### config.mk
export PLATFORM = sky130hd
export DESIGN_NAME = stream_sum_fixture
export DESIGN_NICKNAME = d
export VERILOG_FILES = /design/src/rtl/stream_sum_fixture.sv
export SDC_FILE = /design/constraint.sdc
export NUM_CORES = 1
export LEC_CHECK = 0
export ABC_CLOCK_PERIOD_IN_PS = 7900
export BUFFER_PORTS_ARGS = -buffer_cell sky130_fd_sc_hd__buf_2
export CAP_MARGIN = 25
export CORE_UTILIZATION = 26
export CTS_CLUSTER_SIZE = 40
export DETAILED_ROUTE_END_ITERATION = 6
export HOLD_SLACK_MARGIN = 0.15
export SLEW_MARGIN = 20
export SYNTH_ARGS = -nofsm -noshare
export SYNTH_HDL_FRONTEND = slang
export SYNTH_SLANG_ARGS = --single-unit
### constraint.sdc
create_clock -name clk -period 7.9 [get_ports clk]
set_input_delay 0 -clock clk [delete_from_list [all_inputs] [get_ports clk]]
set_output_delay 0 -clock clk [all_outputs]
set_load 0.01 [all_outputs]
### src/rtl/stream_sum_fixture.sv
// Stream-sum fixture: buffers input beats in a small FIFO, sums each packet,
// and presents one held-until-accepted result per packet.
module stream_sum_fixture #(
  parameter int WIDTH = 32,
  parameter int DEPTH = 4,
  parameter int CNT_W = 8
) (
  input  logic                     clk,
  input  logic                     sync_rst_n,
  input  logic                     in_valid,
  output logic                     in_ready,
  input  logic [WIDTH-1:0]         in_data,
  input  logic                     in_last,
  output logic                     out_valid,
  input  logic                     out_ready,
  output logic [WIDTH-1:0]         out_sum,
  output logic [CNT_W-1:0]         out_beats,
  output logic                     out_overflow,
  output logic [$clog2(DEPTH):0]   fifo_level,
  output logic [CNT_W-1:0]         packets_done
);

  localparam int PTR_W = $clog2(DEPTH);
  localparam int LVL_W = PTR_W + 1;

  typedef enum logic {ACCUM, EMIT} state_t;

  logic [WIDTH:0]     mem_q [DEPTH];
  logic [PTR_W-1:0]   wr_ptr;
  logic [PTR_W-1:0]   rd_ptr;
  state_t             state;
  logic [WIDTH-1:0]   acc;
  logic [CNT_W-1:0]   beats;
  logic               ovf;

  logic               full;
  logic               empty;
  logic               push;
  logic               pop;
  logic [WIDTH:0]     head;
  logic [WIDTH:0]     sum_ext;
  logic [CNT_W-1:0]   beats_inc;

  // in_ready comes only from registered occupancy (and reset), never from out_ready
  assign full      = (fifo_level == LVL_W'(DEPTH));
  assign empty     = (fifo_level == '0);
  assign in_ready  = sync_rst_n && !full;
  assign push      = in_valid && in_ready;
  assign pop       = (state == ACCUM) && !empty;
  assign head      = mem_q[rd_ptr];
  assign sum_ext   = {1'b0, acc} + {1'b0, head[WIDTH-1:0]};
  assign beats_inc = (beats == '1) ? beats : beats + CNT_W'(1);

  always_ff @(posedge clk) begin
    if (push) begin
      mem_q[wr_ptr] <= {in_last, in_data};
    end
  end

  always_ff @(posedge clk) begin
    if (!sync_rst_n) begin
      wr_ptr       <= '0;
      rd_ptr       <= '0;
      fifo_level   <= '0;
      state        <= ACCUM;
      acc          <= '0;
      beats        <= '0;
      ovf          <= 1'b0;
      out_valid    <= 1'b0;
      out_sum      <= '0;
      out_beats    <= '0;
      out_overflow <= 1'b0;
      packets_done <= '0;
    end else begin
      if (push) begin
        wr_ptr <= wr_ptr + PTR_W'(1);
      end
      if (pop) begin
        rd_ptr <= rd_ptr + PTR_W'(1);
      end
      fifo_level <= fifo_level + LVL_W'(push) - LVL_W'(pop);

      case (state)
        ACCUM: begin
          if (pop) begin
            // The last beat publishes the updated totals and restarts the accumulator
            if (head[WIDTH]) begin
              out_sum      <= sum_ext[WIDTH-1:0];
              out_beats    <= beats_inc;
              out_overflow <= ovf | sum_ext[WIDTH];
              out_valid    <= 1'b1;
              acc          <= '0;
              beats        <= '0;
              ovf          <= 1'b0;
              state        <= EMIT;
            end else begin
              acc   <= sum_ext[WIDTH-1:0];
              beats <= beats_inc;
              ovf   <= ovf | sum_ext[WIDTH];
            end
          end
        end
        EMIT: begin
          if (out_valid && out_ready) begin
            out_valid    <= 1'b0;
            packets_done <= packets_done + CNT_W'(1);
            state        <= ACCUM;
          end
        end
        default: state <= ACCUM;
      endcase
    end
  end

endmodule

# Word level (Yosys, flattened, before mapping)
# Memory sizes are Yosys's and may differ from the RTL's. A register that Yosys moved wholly into a read port is not among the register bits.
# Index checks and enable logic that the tools add are counted.
word_totals:
  regBits: 99
  ramBits: 132
  in_bits: 37
  output_inout_bits: 54
  wordCells: 54
  memories: 1
classes:
  n_addsub: 7
  eq_ne: 5
  muxes: 16
  bitwise: 2
  n_reduce_logical: 11
mem_list:
  columns: ["memory", "words", "width", "read_ports", "rd_ports_with_merged_regs", "write_ports", "line", "source"]
  rows:
  - ["mem_q", 4, 33, 1, 1, 1, "28", "logic [WIDTH:0] mem_q [DEPTH];"]
op_table:
  columns: ["op", "count"]
  rows:
  - ["$add A32 B32 Y33", 1]
  - ["$mux W32", 1]
  - ["$add A8 B1 Y8 const B", 2]
  - ["$mux W8", 2]
  - ["$mux W1", 9]
  - ["$eq A8 B8 Y1 const B", 1]
  - ["$reduce_and A3 Y1", 2]
  - ["$add A2 B1 Y2 const B", 2]
  - ["$logic_and A1 B1 Y1", 4]
  - ["$mux W2", 2]
  - ["$ne A2 B2 Y1 const B", 2]
  - ["$pmux W1 S2", 2]
  - ["$reduce_and A2 Y1", 2]
  - ["$add A3 B1 Y3", 1]
  - ["$eq A3 B3 Y1 const B", 1]
  - ["$logic_not A3 Y1", 1]
  - ["$sub A3 B1 Y3", 1]
  - ["$logic_not A1 Y1", 2]
  - ["$ne A2 B1 Y1 const B", 1]
  - ["$not A1 Y1", 1]
  - ["$or A1 B1 Y1", 1]

# Longest topological paths before layout
# Gate-level depths: netlist of run 1.
depth:
  ltp_word: 6
  mapped_depth: 13
  ltp_nobuf: 12

# Worst setup path before layout of run 1
# OpenSTA, ideal clock, no wires.
synth_timing:
  path_kind: "register to register"
  startpoint: "register with a tool-made name"
  endpoint: "register out_sum[20]"
  setup_time_ns: 0.122
  arrival_time_ns: 3.269
  required_time_ns: 7.778
  setup_slack_ns: 4.509
  path_stages_with_launch: 13
  n_path_buf: 3
  period_less_slack_ns: 3.391
  cell_sequence: "dfxtp_1 -> buf_6 -> clkbuf_1 -> mux4_2 -> ha_1 -> buf_2 -> a21o_1 -> a31o_2 -> o2111ai_1 -> o21ai_2 -> a21boi_1 -> nor4b_1 -> a311o_1"
synth_rtl:
  columns: ["element", "line", "source"]
  rows:
  - ["end signal: assignment", "88", "out_sum <= sum_ext[WIDTH-1:0];"]
  - ["end: declaration", "16", "output logic [WIDTH-1:0] out_sum,"]

==> impl_metrics.json, run 1 <==
{
  "layout_commonest_cell": "edfxtp_1",
  "worst_pin_slew_ns": 1.00,
  "power_switching_w": 0.00191,
  "avgSynthCellArea_sq_um": 12.0,
  "cts_tree": "yes",
  "ys_seq_elements": 233,
  "seqCellArea_sq_um": 5990,
  "layout_common_cells": "edfxtp_1 (132), dfxtp_1 (100), nand2_1 (98), buf_2 (90), o21ai_0 (44)",
  "die_width_um": 204,
  "clk_latency_ns": 0.54,
  "p_per_area_nw_per_um2": 382,
  "initial_core_util_pct": 26.5,
  "grt_pass1_vias": 7085,
  "p_sw_share_pct": 39.2,
  "drtPass1Iterations": 5,
  "vdd_drop_max_mv": 0.180,
  "synth-main-ff-cell": "edfxtp_1",
  "maxCapViolCount": 0,
  "clkTransAtPathRegs_ns": 0.06,
  "yosysSeqAreaShare_pct": 56.2,
  "critPathArrivalTime_ns": 4.35,
  "nNetsFinal": 1080,
  "dpl.hpwl_um": 17900,
  "combPwrFrac_pct": 42.5,
  "gp_congestion": 0.829,
  "finalHoldViolations": 0,
  "pin_count": 91,
  "setup_viol": 0,
  "wl_um": 26500,
  "drv_slew": 0,
  "fin_skew_ns": 0.0278,
  "design.core.area_sq_um": 40100,
  "row_count": 73,
  "critPathMaxFanout": 33,
  "setup_tns_ns": 0,
  "drc_errors": 0,
  "grt_pass1_wl_um": 40800,
  "cts_max_level": 1,
  "fin_crit_sh_pct": 48.9,
  "wire_per_inst_um": 17.1,
  "min_path_type": "in2reg",
  "dp_slack_ns": 4.02,
  "overflow": 0,
  "grt.total_usage_pct": 12.5,
  "antenna_found_initial": 0,
  "synth_cell_types": 69,
  "clockRootBuffer": "clkbuf_16",
  "grt_max_degree": 86,
  "worstSetupStartpointType": "flip-flop",
  "drive_above_1_share_pct": 18.2,
  "finalCriticalPeriod_ns": 3.86,
  "p_int_w": 0.00297,
  "holdCritStartpoint": "in_data[26]",
  "synth-edff-count": 132,
  "yosys_warnings": 0,
  "cp.required_ns": 8.39,
  "multi_input_area_sq_um": 4390,
  "area_delta_synth_final_pct": 20.2,
  "rsz0062_at_grt": "false",
  "fin_ws_ns": 4.04,
  "pwr-share-seq_pct": 33.7,
  "synthArstFlopShare_pct": 0,
  "fmax_mhz": 259,
  "relSlewSlack_pct": 33.0,
  "drt_iter0_markers": 525,
  "num_vias": 7357,
  "antenna_left": 0,
  "netlist_instances": 885,
  "die_h_um": 204,
  "die-area_sq_um": 41800,
  "vias_per_cell": 4.76,
  "numCtsBuffers": 26,
  "clockBufferDepth": 3,
  "numPortBuffers": 90,
  "status": "finished, final reports clean",
  "clock_sinks": 233,
  "post_cts_buffers": 0,
  "syn_area_sq_um": 10600,
  "power.leakage_nw": 4.79,
  "power.share.clock_pct": 23.8,
  "path_class": "reg2reg",
  "syn_nets": 964,
  "n_fill_cell": 4023,
  "n_antenna_cell": 0,
  "crit_path_end_kind": "flip-flop"
}
## area by class of cell
type	count	area share, %
clock inverters	10	0.694
inverters	15	0.440
flip-flops and latches	233	46.8
multi-input cells	590	34.3
well taps	525	5.13
repair buffers	135	6.87
clock buffers	38	5.75
## synthesized netlist by cell type, types with 8 or more instances
master | number | share of area [%]
a21boi_0 | 13 | 0.92
a21o_1 | 8 | 0.56
a21oi_1 | 41 | 1.9
and2_1 | 31 | 1.8
and3_1 | 15 | 0.88
buf_2 | 12 | 0.56
clkbuf_1 | 29 | 1.0
dfxtp_1 | 101 | 19
edfxtp_1 | 132 | 37
ha_1 | 40 | 4.7
inv_1 | 15 | 0.53
mux4_2 | 33 | 7.0
nand2_1 | 99 | 3.5
nand3_1 | 30 | 1.4
nand4_1 | 14 | 0.82
nor2_1 | 37 | 1.3
nor2b_1 | 9 | 0.53
nor3_1 | 11 | 0.52
o211ai_1 | 9 | 0.63
o21ai_0 | 44 | 2.1
xnor2_1 | 23 | 1.9
xor2_1 | 17 | 1.4
## worst max-delay path, cell delays in order (launching register included)
cell,delay [ns]
dfxtp_2,0.31
buf_4,0.56
mux4_2,0.63
ha_1,0.50
nand2_2,0.14
nor3_2,0.28
o2111ai_1,0.26
a211o_1,0.39
a21oi_1,0.29
a31o_1,0.26
o2111a_1,0.19
## path summary, 6_finish.rpt
check / to / slack [ns] / cells after the start
worst min register to register: out_sum[7]$_SDFFE_PN0P_ / 0.46 / 2
worst max register to register: ovf$_SDFFE_PN0P_ / 4.04 / 10
worst max-delay path: ovf$_SDFFE_PN0P_ / 4.04 / 10
worst min-delay path: mem_q[2][26]$_DFFE_PP_ / 0.21 / 2
## metrics by stage
stage,instances,total power (W),area (sq um),hold WS [ns],util [%]
finish,1546,0.00488,12800,0.209,31.9
global route,1546,0.00520,12800,0.197,31.9
CTS,1546,0.00492,12800,0.189,31.9
detailed placement,1462,0.00373,11600,0.221,29.0
global placement,1462,0.00370,11600,0.214,29.0
floorplan,885,0.00314,10600,0.0989,-
## repair_timing
action                                 CTS  global route
hold buffers                            36             0
resized for setup                        0             0
endpoints found under the hold margin  149             0
## layer usage
metal / global-route usage [%] / share of wire, % / vias to the layer above / wire length, um
met2: 20.2 / 46 / 172 / 12200
met1: 17.2 / 47 / 3592 / 12400
met3: 2.46 / 5.4 / 37 / 1430
met4: 3.01 / 1.8 / 0 / 487
met5: 0 / 0 / - / 0
li1: - / - / 3556 / -
## state kept, by name, indices dropped and copies added (netlist names), named ones only
| signal | cells |
|---|---|
| mem_q | 132 |
| acc | 32 |
| out_sum | 32 |
| beats | 8 |
| out_beats | 8 |
| packets_done | 8 |
| fifo_level | 3 |
| rd_ptr | 2 |
| wr_ptr | 2 |
| out_overflow | 1 |
| out_valid | 1 |
| ovf | 1 |
| state | 1 |
## power groups by stage
stage          sequential (W)  clock [W]  combinational, W
2_1_floorplan         0.00168          0           0.00146
3_3_place_gp          0.00166          0           0.00204
5_1_grt               0.00167    0.00123           0.00230
6_report              0.00165    0.00116           0.00207
3_5_place_dp          0.00167          0           0.00205
4_1_cts               0.00165    0.00119           0.00208
## cells by family after synthesis
family	synth area share, %
XOR/XNOR	3.29
buffers and inverters	2.54
multiplexers	7.26
adder cells (fa/ha/maj)	5.08
AND/OR/NAND/NOR	13.0
AO/OA/AOI/OAI	12.6
flip-flops	56.2
No activity file was read; power rests on OpenSTA's default activity.
==> run 2, diff against run 1 <==
ABC_AREA = 1   (was not set)
ABC_CLOCK_PERIOD_IN_PS = 3600   (was 7900)
clock period = 3.6 ns   (was 7.9 ns; I/O delays follow)
==> run 2 against run 1 <==
  * Via count rose by 22%
  * Total power rose to 2.6 times the previous value
  * Critical endpoint is now out_sum[24]$_SDFFE_PN0P_
  * Final area rose by 5.1%
  * Core utilization barely moved
  * Clock power rose by 120%
  * Maximum frequency rose by 26%
  * Non-clock buffer count rose by 4
  * Sequential cell count did not move
  * First-iteration DRC count rose by 17%
==> impl_metrics.json, run 2 <==
{
  "synth_top_area_share_pct": 35.5,
  "yosysSeqAreaShare_pct": 53.6,
  "drtPass1Iterations": 5,
  "overflow": 0,
  "die-area_sq_um": 43800,
  "initial_core_util_pct": 26.5,
  "worstSetupStartpointType": "flip-flop",
  "pin_count": 91,
  "num_vias": 8995,
  "drive_above_1_share_pct": 10.5,
  "gp_congestion": 0.895,
  "relSlewSlack_pct": 44.4,
  "critPathArrivalTime_ns": 3.51,
  "crit_slowest_cell": "o22ai_1",
  "synth-main-ff-cell": "edfxtp_1",
  "met1_usage_pct": 19.0,
  "crit_path_end_kind": "flip-flop",
  "synth-edff-count": 132,
  "syn_nets": 1428,
  "syn_area_sq_um": 11200,
  "path_class": "reg2reg",
  "met2_usage_pct": 21.8,
  "critPathMaxFanout": 33,
  "cts_max_level": 1,
  "finalCriticalPeriod_ns": 3.06,
  "min_path_type": "in2reg",
  "fin_ws_ns": 0.541,
  "synth_common_cells": "nand2_1 (357), nor2_1 (180), inv_1 (169)",
  "path_cells": "inv_2 -> o21ai_0 -> o22ai_1 -> fa_1 -> nand3_1 -> nand3_1 -> nand2_1 -> nand2_1 -> nand2_1 -> nand2_1 -> nand2_1 -> nand2_1 -> nand2_1 -> nand2_1 -> nand2_1 -> nand2_1 -> inv_1",
  "fin_skew_ns": 0.0188,
  "vias_per_cell": 4.43,
  "top_usage_layer": "met2",
  "nNetsFinal": 1548,
  "rsz0062_at_grt": "false",
  "setup_tns_ns": 0,
  "die_width_um": 209,
  "yosys_warnings": 0,
  "grt.total_usage_pct": 13.6,
  "layout_top_registers": "mem_q (132), acc (32), out_sum (32)",
  "dp_slack_ns": 0.528,
  "drv_slew": 0,
  "layout_commonest_cell": "nand2_1",
  "fmax_mhz": 327,
  "cpMostUsedCell": "nand2_1",
  "clockRootBuffer": "clkbuf_16",
  "antenna_left": 0,
  "die_h_um": 209,
  "drc_errors": 0,
  "clockBufferDepth": 3,
  "fin_crit_sh_pct": 85.0,
  "netlist_instances": 1349,
  "synthArstFlopShare_pct": 0,
  "largest-register": "mem_q",
  "clk_latency_ns": 0.56,
  "synthTopCellsByArea": "edfxtp_1 (35%), dfxtp_1 (18%), nand2_1 (12%)",
  "finalHoldViolations": 0,
  "wl_um": 29500,
  "numPortBuffers": 90,
  "yosysMostFrequentCell": "nand2_1",
  "status": "finished, final reports clean",
  "final_util_pct": 31.9,
  "area_delta_synth_final_pct": 20.4,
  "grt_pass1_wl_um": 47100,
  "layout_common_cells": "nand2_1 (357), nor2_1 (176), inv_1 (169), edfxtp_1 (132), o21ai_0 (101)",
  "post_cts_resized": 0,
  "p_per_area_nw_per_um2": 944,
  "met3_usage_pct": 2.38,
  "post-route-cell-area_sq_um": 13400,
  "clkTransAtPathRegs_ns": 0.06,
  "maxCapViolCount": 0,
  "ys_seq_elements": 233,
  "grt_max_degree": 72,
  "synth_cell_types": 32,
  "yosys.area.top_type": "edfxtp_1",
  "grt_pass1_vias": 8554,
  "clock_sinks": 233,
  "setup_viol": 0,
  "cp.required_ns": 4.05,
  "dpl.hpwl_um": 20500,
  "row_count": 75,
  "dp_cells": 1944,
  "avgSynthCellArea_sq_um": 8.28,
  "power.leakage_nw": 6.00,
  "drt_iter0_markers": 612,
  "vdd_drop_max_mv": 0.457,
  "antenna_found_initial": 3,
  "largest_register_ffs": 132,
  "wire_per_inst_um": 14.5,
  "cts_tree": "yes",
  "place_area_sq_um": 12200,
  "numCtsBuffers": 26,
  "cpPeakStageDelay_ns": 0.49,
  "design.core.area_sq_um": 42100,
  "worst_pin_slew_ns": 0.834,
  "post_cts_buffers": 0,
  "fin_cells": 2031
}
run 2: worst paths after layout:
kind	startpoint	to	slack, ns	cells past startpoint
worst max-delay path	flip-flop	out_sum[24]$_SDFFE_PN0P_	0.54	17
worst min-delay path	in_data[26]	mem_q[1][26]$_DFFE_PP_	0.20	2
worst max register to register	flip-flop	out_sum[24]$_SDFFE_PN0P_	0.54	17
worst min register to register	packets_done[7]$_SDFFE_PN0P_	packets_done[7]$_SDFFE_PN0P_	0.46	1
run 2: cell families (layout without fill, tap and decap cells):
family | Yosys count | in the layout | synth area share [%]
buffers and inverters | 219 | 359 | 7.57
DFF | 233 | 233 | 53.6
AOI/OAI and AO/OA | 225 | 225 | 10.8
xor gates and xnor gates | 21 | 21 | 1.65
and+or+nand+nor | 609 | 609 | 21.5
other | 0 | 3 | 0
adders and majority gates | 42 | 42 | 4.84
run 2: repair_timing:
| item | 4_1_cts | 5_1_grt |
|---|---|---|
| hold buffers | 36 | 0 |
| endpoints found under the hold margin | 167 | 0 |
| endpoints found under the setup margin | 0 | 0 |
run 2: per-layer routing:
layer	vias up	routed length, um
met1	4133	14400
li1	4631	-
met5	-	0
met2	196	13100
met4	0	515
met3	35	1500
run 2: where the power goes:
part	switching [W]	total [W]	internal (W)	leakage, nW
Combinational	0.00441	0.00650	0.00209	3.57
Sequential	0.000294	0.00363	0.00334	2.02
Clock	0.00110	0.00257	0.00147	0.407
Total	0.00581	0.0127	0.00689	6.00
run 2: critical path: cells and delay by family (launching register included):
kind | cells | cell delay (ns)
buffers and inverters | 2 | 0.47
AND/OR/NAND/NOR | 12 | 1.11
flip-flops | 1 | 0.32
AO/OA/AOI/OAI | 2 | 0.68
adder cells (fa/ha/maj) | 1 | 0.38
run 2: cell type report:
class,count,area [sq um]
multi-input combinational,897,4350
antenna,3,7.51
clock buffer,33,707
clock inverter,15,129
inverter,172,646
sequential,233,5990
tap,539,674
timing repair buffer,139,946
fill,4391,28700
run 2: stage by stage:
step,hold slack (ns),power [W]
after detailed placement,0.219,0.0102
after CTS,0.184,0.0128
after floorplan,0.0989,0.00817
after global routing,0.203,0.0138
after global placement,0.213,0.0101
final,0.205,0.0127
==> run 3, diff against run 2 <==
ABC_AREA = 0   (was 1)
ABC_CLOCK_PERIOD_IN_PS = 2460   (was 3600)
clock period = 2.46 ns   (was 3.6 ns; I/O delays follow)
==> run 3 against run 2 <==
  * The flow now finishes with violations (setup timing)
  * Register-to-register slack got worse by 1.2 ns
  * Maximum frequency fell by 2.5%
  * Critical path depth fell by 5
  * Clock power rose by 53%
  * Routed wire length fell by 0.27%
  * Count of clock-buffer cells in the layout rose by 1
  * Sequential share of layout area fell by 5.0 points
==> impl_metrics.json, run 3 (synthesis results as in run 1) <==
{
  "largest_register_ffs": 132,
  "layout_top_registers": "mem_q (132), acc (32), out_sum (32)",
  "clkTransAtPathRegs_ns": 0.06,
  "fin_crit_sh_pct": 128,
  "rr_worst_depth": 12,
  "drt_iter0_markers": 496,
  "multi_input_area_sq_um": 5400,
  "top_usage_layer": "met2",
  "maxCapViolCount": 0,
  "met1_usage_pct": 18.2,
  "clock_sinks": 233,
  "area_delta_synth_final_pct": 42.4,
  "holdPathStages": 2,
  "cpMostUsedCell": "a21oi_4",
  "critPathArrivalTime_ns": 3.56,
  "gp_congestion": 0.847,
  "critPathMaxFanout": 6,
  "fin_ws_ns": -0.677,
  "grt.total_usage_pct": 14.0,
  "setup_tns_ns": -28.78,
  "layout_common_cells": "edfxtp_1 (132), buf_4 (118), dfxtp_1 (99), nand2_1 (90), buf_2 (90)",
  "vias_per_cell": 4.76,
  "post-route-cell-area_sq_um": 15200,
  "setup_viol": 57,
  "dpl.hpwl_um": 19600,
  "overflow": 0,
  "violations": "setup timing",
  "n_antenna_cell": 0,
  "relSlewSlack_pct": 40.9,
  "layout_commonest_cell": "edfxtp_1",
  "die_width_um": 204,
  "crit_slowest_cell": "mux4_2",
  "grt_pass1_wl_um": 45500,
  "row_count": 73,
  "critical_path_cell_count": 12,
  "antenna_found_initial": 0,
  "cp.required_ns": 2.88,
  "num_vias": 8054,
  "nNetsFinal": 1225,
  "drv_slew": 0,
  "met2_usage_pct": 24.2,
  "antenna_left": 0,
  "cpPeakStageDelay_ns": 0.53,
  "met3_usage_pct": 2.01,
  "cp.buffers_inverters": 2,
  "vdd_drop_max_mv": 0.544,
  "endpoint": "out_overflow$_SDFFE_PN0P_",
  "n_fill_cell": 3835,
  "finalHoldViolations": 0,
  "cts_max_level": 1,
  "wl_um": 29400,
  "crit_path_end_kind": "flip-flop",
  "grt_max_degree": 90,
  "min_path_type": "in2reg",
  "cts_tree": "yes",
  "clk_latency_ns": 0.54,
  "clockRootBuffer": "clkbuf_16",
  "p_per_area_nw_per_um2": 1340,
  "die-area_sq_um": 41800,
  "rsz0062_at_grt": "true",
  "status": "finished, violations left",
  "worstSetupStartpointType": "flip-flop",
  "clockBufferDepth": 3,
  "die_h_um": 204,
  "grt_pass1_vias": 8196,
  "design.core.area_sq_um": 40100,
  "worst_r2r_endpoint": "out_overflow$_SDFFE_PN0P_",
  "worst_pin_slew_ns": 0.887,
  "power.leakage_nw": 5.74,
  "pin_count": 91,
  "initial_core_util_pct": 26.5,
  "drtPass1Iterations": 5,
  "path_cells": "buf_12 -> mux4_2 -> ha_4 -> buf_6 -> fa_2 -> nand3_4 -> a21oi_4 -> o2111ai_2 -> a211o_1 -> a21oi_4 -> a31o_1 -> o21ba_2",
  "finalCriticalPeriod_ns": 3.14,
  "seqCellArea_sq_um": 5990,
  "numCtsBuffers": 26,
  "fmax_mhz": 319,
  "place_area_sq_um": 12800,
  "fin_skew_ns": 0.0282,
  "drive_above_1_share_pct": 38.5,
  "largest-register": "mem_q",
  "drc_errors": 0,
  "wire_per_inst_um": 17.4,
  "numPortBuffers": 90,
  "regToRegSetupSlack_ns": -0.68,
  "path_class": "reg2reg",
  "critical-path-top-delay-family": "compound AO/OA/AOI/OAI gates"
}
[run 3: timing repair]
action,4_1_cts,5_1_grt
buffers inserted,21,10
gates resized for setup,138,34
pin swaps,69,61
endpoints found under the hold margin,223,0
cloned,2,0
endpoints found under the setup margin,62,62
hold buffers,37,0
[run 3: cell type report]
cell class,count,area share [%]
repair buffers,280,14.5
inverters,15,0.371
well taps,525,4.33
clock inverters,14,0.982
flip-flops and latches,233,39.5
clock buffers,34,4.70
multi-input cells,590,35.6
[run 3: report_power, final]
part / switching (W) / total (W) / internal (W)
Sequential: 0.000568 / 0.00542 / 0.00485
Clock: 0.00157 / 0.00392 / 0.00235
Combinational: 0.00570 / 0.0110 / 0.00532
[run 3: worst min path at each step]
stage,start,endpoint,slack (ns)
detailed placement,in_data[9],mem_q[2][9]$_DFFE_PP_,0.22
global placement,in_data[31],mem_q[1][31]$_DFFE_PP_,0.21
finish,in_data[19],mem_q[2][19]$_DFFE_PP_,0.21
CTS,in_data[18],mem_q[1][18]$_DFFE_PP_,0.19
floorplan,in_data[0],mem_q[0][0]$_DFFE_PP_,0.1
global route,in_data[16],mem_q[0][16]$_DFFE_PP_,0.21
[run 3: layer usage]
layer / vias up / wire length [um]
met2: 176 / 14400
met5: - / 0
li1: 3827 / -
met4: 0 / 744
met3: 45 / 1210
met1: 4006 / 13000
[run 3: per-stage QoR]
step / hold slack [ns] / setup WS, ns / utilization, % / cells / power [W]
3_5_place_dp: 0.219 / -0.684 / 31.9 / 1577 / 0.0142
6_report: 0.214 / -0.677 / 37.8 / 1691 / 0.0204
3_3_place_gp: 0.215 / -0.658 / 31.9 / 1577 / 0.0140
4_1_cts: 0.190 / -0.661 / 37.4 / 1685 / 0.0200
2_1_floorplan: 0.0989 / -0.400 / - / 885 / 0.0106
5_1_grt: 0.214 / -0.779 / 37.8 / 1691 / 0.0215
